===== src/rtl/irq_pending_ctrl.sv =====
`default_nettype none
// ============================================================================
// Module      : irq_pending_ctrl
// Description : 8-line interrupt pending register with fixed-priority offer,
//               ready/valid acceptance and EOI-terminated service phase.
// Revision    : 1.0 - initial release
// ============================================================================
module irq_pending_ctrl #(
    parameter int LEVEL_MODE = 0
) (
    input  logic       clk,
    input  logic       rst,
    input  logic [7:0] irq_in,
    input  logic [7:0] mask_in,
    input  logic       irq_ready,
    input  logic       eoi_in,
    output logic       irq_valid,
    output logic [2:0] irq_id,
    output logic [7:0] pending_out,
    output logic       busy_out
);

    localparam logic [1:0] S_IDLE    = 2'd0;
    localparam logic [1:0] S_OFFER   = 2'd1;
    localparam logic [1:0] S_SERVICE = 2'd2;

    logic [1:0] r_state;
    logic [7:0] r_pending;
    logic [7:0] r_prev;
    logic [2:0] r_id;

    logic [7:0] w_set;
    logic [7:0] w_clr;
    logic [7:0] w_eligible;
    logic       w_accept;
    logic [2:0] w_top;

    always_comb begin
        w_set      = (LEVEL_MODE != 0) ? irq_in : (irq_in & ~r_prev);
        w_accept   = (r_state == S_OFFER) && irq_ready;
        w_clr      = w_accept ? (8'd1 << r_id) : 8'd0;
        w_eligible = r_pending & mask_in;
        // Ascending scan: the last hit is the highest-priority line.
        w_top      = 3'd0;
        for (int i = 0; i < 8; i++) begin
            if (w_eligible[i]) begin
                w_top = 3'(i);
            end
        end
    end

    // The previous-sample register tracks irq_in even during reset so a line
    // held high across reset release is not seen as a fresh edge.
    always_ff @(posedge clk) begin
        r_prev <= irq_in;
        if (rst) begin
            r_state   <= S_IDLE;
            r_pending <= 8'h00;
            r_id      <= 3'd0;
        end else begin
            r_pending <= (r_pending & ~w_clr) | w_set;
            case (r_state)
                S_IDLE: begin
                    if (w_eligible != 8'h00) begin
                        r_state <= S_OFFER;
                        r_id    <= w_top;
                    end
                end
                S_OFFER: begin
                    if (irq_ready) begin
                        r_state <= S_SERVICE;
                        r_id    <= 3'd0;
                    end
                end
                S_SERVICE: begin
                    if (eoi_in) begin
                        r_state <= S_IDLE;
                    end
                end
                default: begin
                    r_state <= S_IDLE;
                    r_id    <= 3'd0;
                end
            endcase
        end
    end

    assign irq_valid   = (r_state == S_OFFER);
    assign busy_out    = (r_state == S_SERVICE);
    assign irq_id      = r_id;
    assign pending_out = r_pending;

endmodule
`default_nettype wire


===== config.mk =====
export PLATFORM = sky130hd
export DESIGN_NAME = irq_pending_ctrl
export DESIGN_NICKNAME = d
export VERILOG_FILES = /design/src/rtl/irq_pending_ctrl.sv
export SDC_FILE = /design/constraint.sdc
export NUM_CORES = 1
export LEC_CHECK = 0
export BUFFER_PORTS_ARGS = -buffer_cell sky130_fd_sc_hd__buf_2
export CELL_PAD_IN_SITES_DETAIL_PLACEMENT = 0
export CELL_PAD_IN_SITES_GLOBAL_PLACEMENT = 2
export CORE_UTILIZATION = 24
export CTS_CLUSTER_SIZE = 12
export DETAILED_ROUTE_END_ITERATION = 10
export GPL_ROUTABILITY_DRIVEN = 0
export PLACE_DENSITY_LB_ADDON = 0.1
export SLEW_MARGIN = 15
export SYNTH_ARGS = -nofsm -noshare
export SYNTH_HDL_FRONTEND = slang
export SYNTH_SLANG_ARGS = --single-unit

===== constraint.sdc =====
create_clock -name clk -period 1.14 [get_ports clk]
set_clock_uncertainty 0.1 [all_clocks]
set_input_delay 0.228 -clock clk [delete_from_list [all_inputs] [get_ports clk]]
set_output_delay 0.228 -clock clk [all_outputs]
set_load 0.005 [all_outputs]

# ---- After elaboration in Yosys (flattened, before gate mapping)
# Index checks and enable logic that the tools add are counted.
dict set report word_totals {
  regBits 21
  out_inout_bits 13
}
dict set report classes {
  eq_ne 5
  n_reduce_logical 5
  mux 15
  n_shift 1
  bitwise 7
}
# operator n
set op_table {}
lappend op_table {{$and 8x8->8} 3}
lappend op_table {{$mux 3} 8}
lappend op_table {{$not 8->8} 2}
lappend op_table {{$pmux 3 s3} 1}
lappend op_table {{$mux 8} 1}
lappend op_table {{$or 8x8->8} 1}
lappend op_table {{$reduce_bool 8->1} 1}
lappend op_table {{$shl 1x3->8 const A} 1}
lappend op_table {{$mux 2} 3}
lappend op_table {{$ne 2x2->1 const B} 3}
lappend op_table {{$pmux 2 s3} 1}
lappend op_table {{$reduce_and 3->1} 2}
lappend op_table {{$eq 2x1->1 const B} 1}
lappend op_table {{$eq 2x2->1 const B} 1}
lappend op_table {{$logic_not 2->1} 1}
lappend op_table {{$logic_and 1x1->1} 1}
lappend op_table {{$mux 1} 1}
lappend op_table {{$not 1->1} 1}

# ---- Logic depth before layout (Yosys ltp)
# Gate-level depths: netlist (run 1).
dict set report depth {
  depth_word 10
  mapped_depth 5
  ltp_nobuf 5
}

# ---- Worst setup path before layout (run 1)
# OpenSTA, ideal clock, no wires.
dict set report synth_timing {
  kind {flip-flop to flip-flop}
  from {register r_state[0]}
  to {register r_id[2], in the netlist irq_id[2]}
  stages_incl_launch_ff 6
  setup_ps 128
  slack_ps -41
  arrival_ps 953
  period_less_slack_ps 1181
  required_ps 912
  n_path_buf 0
  cell_sequence {dfxtp_1 -> nand2b_1 -> inv_2 -> a21oi_2 -> a2bb2oi_2 -> o22ai_2}
}
dict set report synth_via {
  elab_chain_len 3
  elab_cells_between_ends 8
}
# element line_no
set synth_rtl {}
lappend synth_rtl {{from (decl)} 27} ;# logic [1:0] r_state;
lappend synth_rtl {{from (signal assigned)} 57} ;# r_state <= S_IDLE;
lappend synth_rtl {{from (signal assigned)} 65} ;# r_state <= S_OFFER;
lappend synth_rtl {{from (signal assigned)} 71} ;# r_state <= S_SERVICE;
lappend synth_rtl {{$eq 2x2->1 (*)} --}
lappend synth_rtl {{named net busy_out} 20} ;# output logic busy_out
lappend synth_rtl {{$not 1->1 (no line)} --}
lappend synth_rtl {{$reduce_and 3->1 (no line)} --}
lappend synth_rtl {{to (signal assigned)} 66} ;# r_id <= w_top;
lappend synth_rtl {{to (decl)} 30} ;# logic [2:0] r_id;
# The timed path passes the listed nets; every way through them passes the cells marked *.
# A chain may end at the register's enable or synchronous reset.

# ---- Worst setup path after layout (run 1)
dict set report layout_timing {
  from {register r_state[0]}
  to {output irq_valid}
}
dict set report layout_via {
  elab_chain_len 1
}
# element line_no
set layout_rtl {}
lappend layout_rtl {{$eq 2x1->1} 88} ;# assign irq_valid = (r_state == S_OFFER);
lappend layout_rtl {{to (decl)} 17} ;# output logic irq_valid,
# No other way between the ends.

==> impl_summary.md, run 1 <==
Power
The power per unit of standard cell area is 1140 mW/mm^2. The power share of the combinational group is between 30% and 40%. Sequential cells burn 46.3% of the power.

The part of the power in the clock network is around 20%. In this run switching power makes up between 20% and 30% of total power. VDD sags by at most 646 uV. For this design the static power due to leakage is 0.677 nW.

The power dissipated by switching net loads is just over 0.5 mW. The cell-internal power is 1.30 mW.

Outcome
The final reports fail on negative setup slack. The flow ran to the end, but the final reports show violations.

Worst setup path
The top fanout value on the critical path is 3. The worst reg-to-reg path cell count is 5. In this run the critical register-to-register path is captured at pending_out[4]. The worst setup path is launched from a flip-flop. The most critical setup path has its startpoint at r_state[0]. Setup slack on the worst reg-to-reg path comes out at -0.14 ns.

For the worst setup path, the data arrival time is between 1 and 1.5 ns. At the worst endpoint, the required time is approximately 0.8 ns. The reg-to-reg critical path startpoint is r_state[0]. The category of the most critical setup path is flip-flop to output pin. The worst setup path is captured at an output pin.

Synth
In the synthesized netlist, the number of instances is 84. The number of warnings issued by yosys is 0. When the netlist entered floorplanning its net count stood at 104. The proportion of synthesized chip area in sequential cells is around half. Synthesis inferred 21 register bits. The post-synthesis cell area is 853 sq um. The distinct cell type count of the synthesized netlist is 28. The mean post-synth cell area is 10.2 sq um.

Routing
After the first detailed-routing iteration, the DRC count stood at 14. The number of iterations in the first detailed-routing pass is 3. The number of nets with antenna violations after detailed routing is 0. The average detailed-routed wire length per instance is 12.6 um. The DRC violation count after routing is 0.

The total via count in the routed design is 878. The final wirelength is 2.51 mm. The via-per-instance ratio is roughly 4.4.

Timing
Summed over all failing endpoints, the final setup total negative slack is -1.86 ns. The number of max-slew violations in the final report came to 0. The worst slew margin relative to its limit is 84.8%. Setup repair after global routing could not meet its margin everywhere. The share of the clock period used by the worst path is 117%. After layout, the worst setup slack is -0.197 ns.

The maximum operating frequency is 748 MHz. The transition time at the pin with the least slew margin is about 0.23 ns. The final number of hold-violating endpoints is 0.

The count of endpoints failing setup in the final report is 21. The final critical path time including I/O delays and setup is 1.34 ns.

Final layout
The antenna diode count is 0. Excluding fillers, the count of instances in the completed layout stands at 199. From synthesis to final layout, the design area changed by 87.4%. Cells fill 47.5% of the core in the end.

Cells with a size suffix above 1 make up 62.7% of the layout. Fill cells in the final layout number ~350. The number of nets in the layout is 174.

Clock network
Clock-pin slew was measured on the worst setup and hold paths at 0.12 ns. The TritonCTS clock tree is yes. The worst-case clock buffer depth is 2. For the worst-skew pair, the clock arrives at the later sink with an insertion delay of 0.30 ns.

In this run, CTS created clock tree buffers numbering 3. In this run the number of H-tree levels came out at 1. Clock tree synthesis selected as its root buffer the cell sky130_fd_sc_hd__clkbuf_4.

Counting every sink on the clock net gives 21.

Min path
The hold path startpoint is eoi_in. The worst-case hold path end point is r_state[1]. The worst min-delay path class is input pin to flip-flop.

The worst hold path passes through 3 cells.

Global route
The initial antenna violation count is 0. Entering global routing, the biggest net connects 13 pins. Global routing used 15.0% of the available tracks across all layers. The via count of the first global-routing pass was roughly 910. The final global-route overflow total is 0.

The first global-routing pass estimated 4.02 mm of wire.

Floorplanning
The core region is between 0.003 and 0.004 sq mm. For this configuration, the core starts out at a cell density of 25.4%. Pin placement for this block handled 33 I/O pins.

The die extent in y is 61.6 um. The floorplan has 21 rows. The horizontal die dimension is 61.6 um.

The die footprint is 0.00380 sq mm.

Placed design
The number of placed instances, taps included, is 176. Input and output buffers added on the ports amount to 32. The worst slack after detailed placement is -0.173 ns.

The sum of net half-perimeters after detailed placement is around 1.8 mm.

Run
The max capacitance violation total is 0.
==> through the flow <==
stage	hold WS [ns]	power [mW]	instance area [sq um]
2_1_floorplan	0.156	1.07	876
3_3_place_gp	0.245	1.27	1210
3_5_place_dp	0.249	1.27	1210
4_1_cts	0.131	1.81	1540
5_1_grt	0.147	1.93	1600
6_report	0.147	1.82	1600
==> worst max-delay path, stage by stage (launching register included) <==
cell	delay [ns]
sky130_fd_sc_hd__dfxtp_2	0.37
sky130_fd_sc_hd__nor2b_4	0.16
sky130_fd_sc_hd__buf_6	0.10
sky130_fd_sc_hd__buf_6	0.08
==> cells in the mapped netlist <==
cell	number	area share, %
sky130_fd_sc_hd__inv_2	1	0.44
sky130_fd_sc_hd__or3_4	1	1.3
sky130_fd_sc_hd__nor3_4	1	1.9
sky130_fd_sc_hd__a22o_1	2	2.1
sky130_fd_sc_hd__nand2b_1	9	6.6
sky130_fd_sc_hd__o21ai_0	1	0.59
sky130_fd_sc_hd__nand3_2	2	2.3
sky130_fd_sc_hd__dfxtp_1	21	49
sky130_fd_sc_hd__o22ai_2	2	2.9
sky130_fd_sc_hd__a211o_2	1	1.2
sky130_fd_sc_hd__a211oi_1	1	0.88
sky130_fd_sc_hd__a21oi_2	1	1.0
sky130_fd_sc_hd__a22oi_1	1	0.88
sky130_fd_sc_hd__a2bb2oi_2	1	1.8
sky130_fd_sc_hd__inv_1	4	1.8
sky130_fd_sc_hd__nor2_1	3	1.3
sky130_fd_sc_hd__a2bb2oi_1	1	1.0
sky130_fd_sc_hd__o21ai_2	1	1.0
sky130_fd_sc_hd__buf_2	1	0.59
sky130_fd_sc_hd__and3_4	1	1.3
sky130_fd_sc_hd__nor2b_4	1	1.6
sky130_fd_sc_hd__o21bai_1	1	0.88
sky130_fd_sc_hd__o21ai_1	5	2.9
sky130_fd_sc_hd__a21oi_1	9	5.3
sky130_fd_sc_hd__a31oi_1	1	0.73
sky130_fd_sc_hd__a32o_1	2	2.3
sky130_fd_sc_hd__o31ai_2	2	2.9
sky130_fd_sc_hd__nand2_1	7	3.1
==> power groups by stage <==
stage          logic (mW)  registers, mW  clock network (mW)
2_1_floorplan       0.209          0.859                   0
6_report            0.606          0.843               0.369
3_5_place_dp        0.408          0.863                   0
3_3_place_gp        0.409          0.863                   0
4_1_cts             0.574          0.837               0.396
5_1_grt             0.656          0.851               0.427
==> state kept, by name, indices dropped and copies added (netlist names) <==
name and flops:
r_state 2, pending_out 8, irq_id 3, r_prev 8
==> how the worst max path moves through the flow <==
stage / depth (start not counted) / to
floorplan: 4 / irq_id[0]
global placement: 5 / irq_id[0]
detailed placement: 5 / irq_id[0]
CTS: 3 / irq_valid
global route: 3 / irq_valid
finish: 3 / irq_valid
==> cell usage in the layout, fill, tap and decap left out, types with 2 or more instances in the layout <==
cell type	count
sky130_fd_sc_hd__a32o_1	2
sky130_fd_sc_hd__o21ai_1	2
sky130_fd_sc_hd__nand3_4	2
sky130_fd_sc_hd__buf_6	21
sky130_fd_sc_hd__a21oi_1	9
sky130_fd_sc_hd__buf_2	19
sky130_fd_sc_hd__nor2_1	3
sky130_fd_sc_hd__buf_4	16
sky130_fd_sc_hd__dlygate4sd3_1	8
sky130_fd_sc_hd__dfxtp_1	8
sky130_fd_sc_hd__clkbuf_4	3
sky130_fd_sc_hd__dfxtp_2	9
sky130_fd_sc_hd__o22ai_2	2
sky130_fd_sc_hd__a22o_1	2
sky130_fd_sc_hd__buf_12	2
sky130_fd_sc_hd__nand2b_1	8
sky130_fd_sc_hd__dfxtp_4	4
sky130_fd_sc_hd__o21ai_2	5
sky130_fd_sc_hd__o31ai_2	2
sky130_fd_sc_hd__nand2_1	7
sky130_fd_sc_hd__inv_1	4
==> metal layers <==
layer / wire, um / share of wire (%) / vias to the layer above / GRT usage (%)
li1: - / - / 444 / -
met3: 61 / 2.4 / 4 / 2.10
met4: 44 / 1.8 / 0 / 6.98
met1: 1100 / 44 / 414 / 18.2
met5: 0 / 0 / - / 0
met2: 1300 / 52 / 16 / 26.1
==> area by class of cell <==
class	count	area, sq um	area share [%]
flip-flops and latches	21	447	27.9
well taps	46	57.6	3.60
repair buffers	66	572	35.8
clock buffers	4	26.3	1.64
inverters	5	21.3	1.33
multi-input cells	57	475	29.7
==> logic make-up after synthesis <==
| logic type | synth area share (%) |
|---|---|
| AND/OR/NAND/NOR | 19.5 |
| AO/OA/AOI/OAI | 28.4 |
| buffers and inverters | 2.78 |
| flip-flops | 49.3 |
==> repair_timing <==
| action | in CTS | in global routing |
|---|---|---|
| pin swaps | 6 | 1 |
| hold buffers | 8 | 0 |
| endpoints found under the hold margin | 8 | 0 |
| setup endpoints to repair | 25 | 25 |
| setup buffers | 9 | 3 |
| gates resized for setup | 41 | 5 |
Note: power is estimated with default switching activity, not from simulation.
==> run 2, diff against run 1 <==
--- a/config.mk
+++ b/config.mk
@@ -8,11 +8,12 @@
 export BUFFER_PORTS_ARGS = -buffer_cell sky130_fd_sc_hd__buf_2
 export CELL_PAD_IN_SITES_DETAIL_PLACEMENT = 0
 export CELL_PAD_IN_SITES_GLOBAL_PLACEMENT = 2
+export CORE_MARGIN = 8
 export CORE_UTILIZATION = 24
 export CTS_CLUSTER_SIZE = 12
 export DETAILED_ROUTE_END_ITERATION = 10
 export GPL_ROUTABILITY_DRIVEN = 0
-export PLACE_DENSITY_LB_ADDON = 0.1
+export PLACE_DENSITY_LB_ADDON = 0.2
 export SLEW_MARGIN = 15
 export SYNTH_ARGS = -nofsm -noshare
 export SYNTH_HDL_FRONTEND = slang
==> impl_summary.md, run 2 (same netlist as run 1, synthesis figures left out) <==
Placed design
Buffers placed on the I/O ports in this run total 32. Prior to clock tree synthesis, the placed netlist has a worst setup slack of -0.114 ns. The HPWL after detailed placement is 2.00 mm.

Timing
Measured against its own limit, the worst slew margin works out to 85.7%. The final critical path time including I/O delays and setup is 1.36 ns. The final hold slack is 0.114 ns. Timing would allow up to between 700 and 800 MHz. Setup violations remaining at the end of the flow were counted as 20.

In the post-route analysis, the smallest setup slack over all paths is -0.223 ns. The transition time at the pin with the least slew margin is 0.214 ns. The number of max-slew violations in the final report is 0. Setup repair after global routing could not meet its margin everywhere. The final number of hold-violating endpoints was 0. In the finished design, the share of the clock period the worst path needs comes to 120%.

Power
The fraction of power consumed by sequential logic is 46.1%. The clock network accounts for roughly a fifth of the total power. Summed over all cells, the static leakage comes to 0.669 nW.

The cell-internal power is roughly 1.3 mW. The peak supply drop is roughly 690 uV. Summed over all nets, the switching power comes to ~0.52 mW. Of the total power, the share spent switching nets is between 20% and 30%. The power share of the combinational group is between 30% and 40%. The power per unit of standard cell area is 1140 mW/mm^2.

Clock network
The sink count of the clock tree is 21. The clock tree root buffer cell is sky130_fd_sc_hd__clkbuf_4. TritonCTS built the clock tree.

No sink is reached through more buffers than the 2 on the longest clock path. The latest clock arrival within the worst-skew pair is 0.30 ns. After clock tree synthesis, the clock-pin slew on the worst setup and hold paths is 0.12 ns. Clock tree synthesis inserted a total of 3 buffers. CTS built an H-tree with a depth of 1.

Final layout
In the final layout, the multi-input gates occupy 494 sq um. The number of nets in the layout is roughly 170. The antenna diode count is 0. Fill cells in the final layout number 323. The layout-stage area growth over the synthesis result is 88.0%. The most common cell after layout, fill and taps aside is sky130_fd_sc_hd__buf_6. The fraction of final layout cells with drive strength greater than 1 is 65.1%. In the layout the commonest cells are 22 x sky130_fd_sc_hd__buf_6, 19 x sky130_fd_sc_hd__buf_2, 15 x sky130_fd_sc_hd__buf_4.

The register area is 449 sq um.

Global route
The pin count of the biggest net entering global routing is 12. The initial antenna violation count is 0. The global-route wire length before repair is 4.37 mm. The final global-route overflow total is 0. The total global routing track utilization is 10.3%. The via count of the first global-routing pass is 957.

Min path
The worst min-delay path class is input pin to flip-flop. The worst hold path passes through 3 cells.

Floorplanning
The die extent in y is 75.6 um. The number of placement rows is 21. The horizontal die dimension is 75.6 um.

The initial utilization of the core area, before any placement, comes to 25.2%. In this run the count of I/O pins placed on the die edge is 33. The core region area is ~0.0034 sq mm. The die footprint is 0.00572 sq mm.

Worst setup path
For the worst flop-to-flop path, the logic depth is 5. The critical path required time is ~0.81 ns. The kind of start point of the critical path is a flip-flop.

Data arrives at the worst endpoint at just over 1 ns. STA classifies the critical path endpoint as an output pin. The top fanout value on the critical path is 4. By startpoint and endpoint, the worst setup path is classified as flip-flop to output pin.

Routing
The DRC violation count after routing is 0. The total via count in the routed design is about 860. The average detailed-routed wire length per instance is 13.8 um.

The number of nets with antenna violations after detailed routing is 0. After detailed routing, the number of vias per cell comes to about 4.3. The number of iterations in the first detailed-routing pass is 4. The final layout contains routed wiring with a total length of 2.73 mm.

The number of DRC markers in iteration 0 is 17.

Outcome
The final reports fail on negative setup slack. The flow ran to the end, but the final reports show violations.

Run
Max-cap violations in this run came to 0.
run 2: cell type report:
type                       instances  area share, %
tap                               46           3.59
multi-input combinational         57           30.8
clock buffer                       4           1.64
sequential                        21           28.0
timing repair buffer              65           34.6
inverter                           5           1.33
run 2: metal layers:
layer  GRT usage, %  vias up  wire (um)
li1               -      436          -
met1           11.3      395       1110
met2           17.7       23       1360
met3           4.47        2        235
met4           2.56        0         25
met5              0        -          0
run 2: what timing repair did:
action                     4_1_cts  5_1_grt
hold endpoints to repair         8        0
hold buffers                     8        0
pin swaps                        5        3
resized for setup               38       14
gates cloned                     0        0
buffers inserted                 9        5
setup endpoints to repair       24       25
run 2: worst max-delay path, cell delays in order (launching register included):
cell,delay (ns)
sky130_fd_sc_hd__dfxtp_2,0.37
sky130_fd_sc_hd__nor2b_4,0.16
sky130_fd_sc_hd__buf_6,0.11
sky130_fd_sc_hd__buf_6,0.08
run 2: per-stage QoR:
step | instance area (sq um) | setup TNS, ns | instances | power [mW] | utilization [%]
6_report | 1600 | -2.22 | 198 | 1.83 | 47.3
5_1_grt | 1600 | -3.34 | 198 | 1.95 | 47.3
4_1_cts | 1500 | -1.89 | 193 | 1.77 | 44.3
3_5_place_dp | 1190 | -0.551 | 173 | 1.25 | 35.1
3_3_place_gp | 1190 | -0.378 | 173 | 1.25 | 35.1
2_1_floorplan | 876 | -0.00487 | 84 | 1.07 | -
run 2: path summary, 6_finish.rpt:
check	startpoint	end	slack (ns)
worst min register to register	r_prev[6]	pending_out[6]	0.38
worst max-delay path	r_state[0]	irq_valid	-0.22
worst max register to register	r_state[0]	irq_id[1]	-0.20
worst min-delay path	eoi_in	r_state[1]	0.11
run 2: power groups by stage:
stage / logic [mW] / registers, mW / clock network (mW)
after floorplan: 0.209 / 0.859 / 0
after global placement: 0.392 / 0.861 / 0
after detailed placement: 0.393 / 0.862 / 0
after CTS: 0.550 / 0.841 / 0.381
after global routing: 0.680 / 0.853 / 0.414
final: 0.628 / 0.846 / 0.361
==> run 3, diff against run 2 <==
--- a/config.mk
+++ b/config.mk
@@ -5,11 +5,12 @@
 export SDC_FILE = /design/constraint.sdc
 export NUM_CORES = 1
 export LEC_CHECK = 0
+export ABC_AREA = 1
 export BUFFER_PORTS_ARGS = -buffer_cell sky130_fd_sc_hd__buf_2
 export CELL_PAD_IN_SITES_DETAIL_PLACEMENT = 0
 export CELL_PAD_IN_SITES_GLOBAL_PLACEMENT = 2
 export CORE_MARGIN = 8
-export CORE_UTILIZATION = 24
+export CORE_UTILIZATION = 23
 export CTS_CLUSTER_SIZE = 12
 export DETAILED_ROUTE_END_ITERATION = 10
 export GPL_ROUTABILITY_DRIVEN = 0
==> impl_summary.md, run 3 <==
Timing
The count of endpoints failing setup in the final report is 13. The final critical path time including I/O delays and setup is 1.30 ns. Derived from the worst setup path, the maximum achievable clock frequency is around 770 MHz. The final number of hold-violating endpoints is 0.

The share of the clock period used by the worst path is 114%. In the final timing run, aggregate negative setup slack is -1.39 ns. The transition time at the pin with the least slew margin is 0.320 ns. The number of max-slew violations in the final report is 0. Setup slack on the critical path of the routed design comes to -0.156 ns. Measured against its own limit, the worst slew margin works out to 78.7%. Setup repair after global routing could not meet its margin everywhere.

Worst setup path
For the worst setup path, the data arrival time is 0.97 ns. The register-to-register setup slack is -0.14 ns. The reg-to-reg critical path startpoint is r_state[0].

The worst flop-to-flop path endpoint is pending_out[7]. The kind of start point of the critical path is a flip-flop. The worst reg-to-reg path cell count is 6.

Data on the critical path is required at its endpoint by 0.81 ns. The category of the most critical setup path is flip-flop to output pin. Of all nets on the critical path, the largest fanout is 3. The element type at the critical path end is an output pin.

Routing
In this run the remaining antenna-violating nets after routing total 0. Summed over all layers, the routed wires come to 2.73 mm. The detailed router finished its first iteration with 26 violations.

The average detailed-routed wire length per instance is 12.2 um. Detailed routing inserted a total of 907 vias. After detailed routing, the number of remaining DRC violations is 0. The number of iterations in the first detailed-routing pass is 2. Dividing the detail-routed via count by the number of cells gives 4.07.

Synth
By area, the combinational part of the netlist is dominated by simple AND/OR/NAND/NOR gates. The synthesized netlist occupies a cell area of 860 sq um. By area the synthesized netlist is led by sky130_fd_sc_hd__dfxtp_1 49%, sky130_fd_sc_hd__nand2_1 15%, sky130_fd_sc_hd__o31ai_1 7.0%. The xor and xnor fraction of the mapped netlist area is 0%.

The post-synthesis register bit count is 21. The arithmetic-cell share of the synthesized area counting full adders, half adders and majority gates is 0%. The number of warnings issued by yosys is 0.

The synthesized-area fraction occupied by ao, oa, aoi and oai cells is around 18%. The synthesized design spends more area on one cell type than any other, namely sky130_fd_sc_hd__dfxtp_1. Summing the areas of all and, or, nand and nor instances in the mapped netlist gives 26.1% of the synthesized area.

The portion of synthesized area spent on multiplexers is 0%. The mean post-synth cell area is 8.03 sq um. The area fraction of the dominant cell type after synthesis is 48.9%. The commonest cells after synthesis are 35 x sky130_fd_sc_hd__nand2_1, 21 x sky130_fd_sc_hd__dfxtp_1, 15 x sky130_fd_sc_hd__inv_1. The distinct cell type count of the synthesized netlist is 16. The cell count after synthesis is 107. By instance count, the leading cell after synthesis is sky130_fd_sc_hd__nand2_1. The primary flip-flop cell chosen by synthesis mapping is sky130_fd_sc_hd__dfxtp_1.

Yosys mapped a number of flops with a built-in enable equal to 0. For this run, asynchronously set or reset flops after synthesis account for 0%. For this run, the register share of the synthesized area comes to 48.9%. When the netlist entered floorplanning its net count stood at 127.

Outcome
The final reports fail on negative setup slack. The flow ran to the end, but the final reports show violations.

Min path
The worst min-delay path class is input pin to flip-flop. The depth of the worst hold-timing path is 4. The worst-case hold path end point is r_state[1]. The hold path startpoint is eoi_in.

Floorplanning
Once the floorplan was initialized, standard cells occupied 23.7% of the core. The die extent in y is 77.1 um. 33 I/O pins were placed.

In this run the horizontal extent of the chip is 77.1 um. The floorplan has 22 rows. The die footprint is 0.00595 sq mm. In this run the standard cell core region covers 0.00363 sq mm.

Global route
The total global routing track utilization is 9.35%. Entering global routing, the biggest net connects 14 pins. Global routing finished with a remaining overflow of 0. The first global-routing pass estimated 4.49 mm of wire.

The initial antenna violation count is 0. The via count of the first global-routing pass is 993.

Final layout
The cell area after layout is 0.00159 sq mm. The number of antenna diodes in the final layout is 0. The number of filler cells placed in the layout is 384. The most common cell after layout, fill and taps aside is sky130_fd_sc_hd__nand2_1. The library cells used most frequently in the layout, excluding fill and tap cells, are 30 x sky130_fd_sc_hd__nand2_1, 23 x sky130_fd_sc_hd__buf_2, 19 x sky130_fd_sc_hd__buf_6. The fraction of final layout cells with drive strength greater than 1 is a little under three fifths.

The final design utilization is 43.8%. The layout-stage area growth over the synthesis result is 85.3%. At the end of the flow, the number of nets in the layout was 196.

Clock network
Buffers inserted during clock tree synthesis total 3. Counting along the longest clock path gives a buffer depth of 2. The latest clock arrival within the worst-skew pair is 0.26 ns. After clock tree synthesis, the clock-pin slew on the worst setup and hold paths is about 0.08 ns. TritonCTS built the clock tree. In this run the clock root is driven by a sky130_fd_sc_hd__clkbuf_8.

CTS built an H-tree with a depth of 1. Counting every sink on the clock net gives 21.

Power
The power consumption is 2.00 mW. In this run the static leakage power is 0.761 nW. Power spread over the standard cell area amounts to between 1000 and 1500 mW/mm^2. The peak supply drop is around 420 uV.

Run
Max-cap violations in this run came to 0.

Placed design
The sum of net half-perimeters after detailed placement is 1.95 mm. The number of port buffers is 32. Timing analysis after detailed placement gives a worst setup slack of -0.0458 ns. The cell area reported after detailed placement is 0.00116 sq mm.
==> run 3: worst max path at each step <==
stage	cells past startpoint	startpoint	endpoint	slack [ns]
CTS	4	r_state[0]	irq_valid	-0.16
global route	3	r_state[0]	busy_out	-0.20
floorplan	7	r_state[1]	irq_id[0]	0.02
global placement	7	r_state[1]	irq_id[2]	-0.03
detailed placement	7	r_state[1]	irq_id[0]	-0.05
finish	4	r_state[0]	irq_valid	-0.16
==> run 3: routing by layer <==
metal | vias to the layer above | GRT usage, % | part of all wire, %
li1 | 477 | - | -
met4 | 0 | 2.83 | 0.37
met5 | - | 0 | 0
met2 | 20 | 16.0 | 48
met3 | 2 | 3.96 | 6.1
met1 | 408 | 10.2 | 46
==> run 3: logic make-up after synthesis <==
| kind of cell | after synthesis |
|---|---|
| flops | 21 |
| simple gates | 45 |
| buf+inv | 17 |
| compound gates | 24 |
==> run 3: final cells by class <==
cell class                 instances  area [sq um]  share of cell area [%]
sequential                        21           443                    27.8
inverter                          16          60.1                    3.77
timing repair buffer              65           522                    32.8
multi-input combinational         69           463                    29.1
clock buffer                       4          45.0                    2.83
tap                               48          60.1                    3.77
==> run 3: timing repair <==
item / in CTS / in global routing
hold endpoints to repair: 8 / 0
hold buffers: 8 / 0
pin swaps: 3 / 3
endpoints found under the setup margin: 24 / 24
gates cloned: 0 / 0
buffers inserted: 6 / 8
resized for setup: 41 / 10
==> run 3: worst max-delay path, stage by stage (launching register included) <==
cell	delay, ns
sky130_fd_sc_hd__dfxtp_4	0.38
sky130_fd_sc_hd__inv_2	0.04
sky130_fd_sc_hd__nor2_4	0.10
sky130_fd_sc_hd__buf_6	0.11
sky130_fd_sc_hd__buf_6	0.08
==> run 3: through the flow <==
step,std cells,hold WS [ns]
floorplan,107,0.156
global placement,197,0.244
detailed placement,197,0.248
CTS,215,0.0999
global route,223,0.138
finish,223,0.108
==> run 3: power by group <==
part / total, mW / internal [mW] / switching (mW)
combinational: 0.648 / 0.342 / 0.307
sequential: 0.849 / 0.801 / 0.0484
clock: 0.497 / 0.249 / 0.248
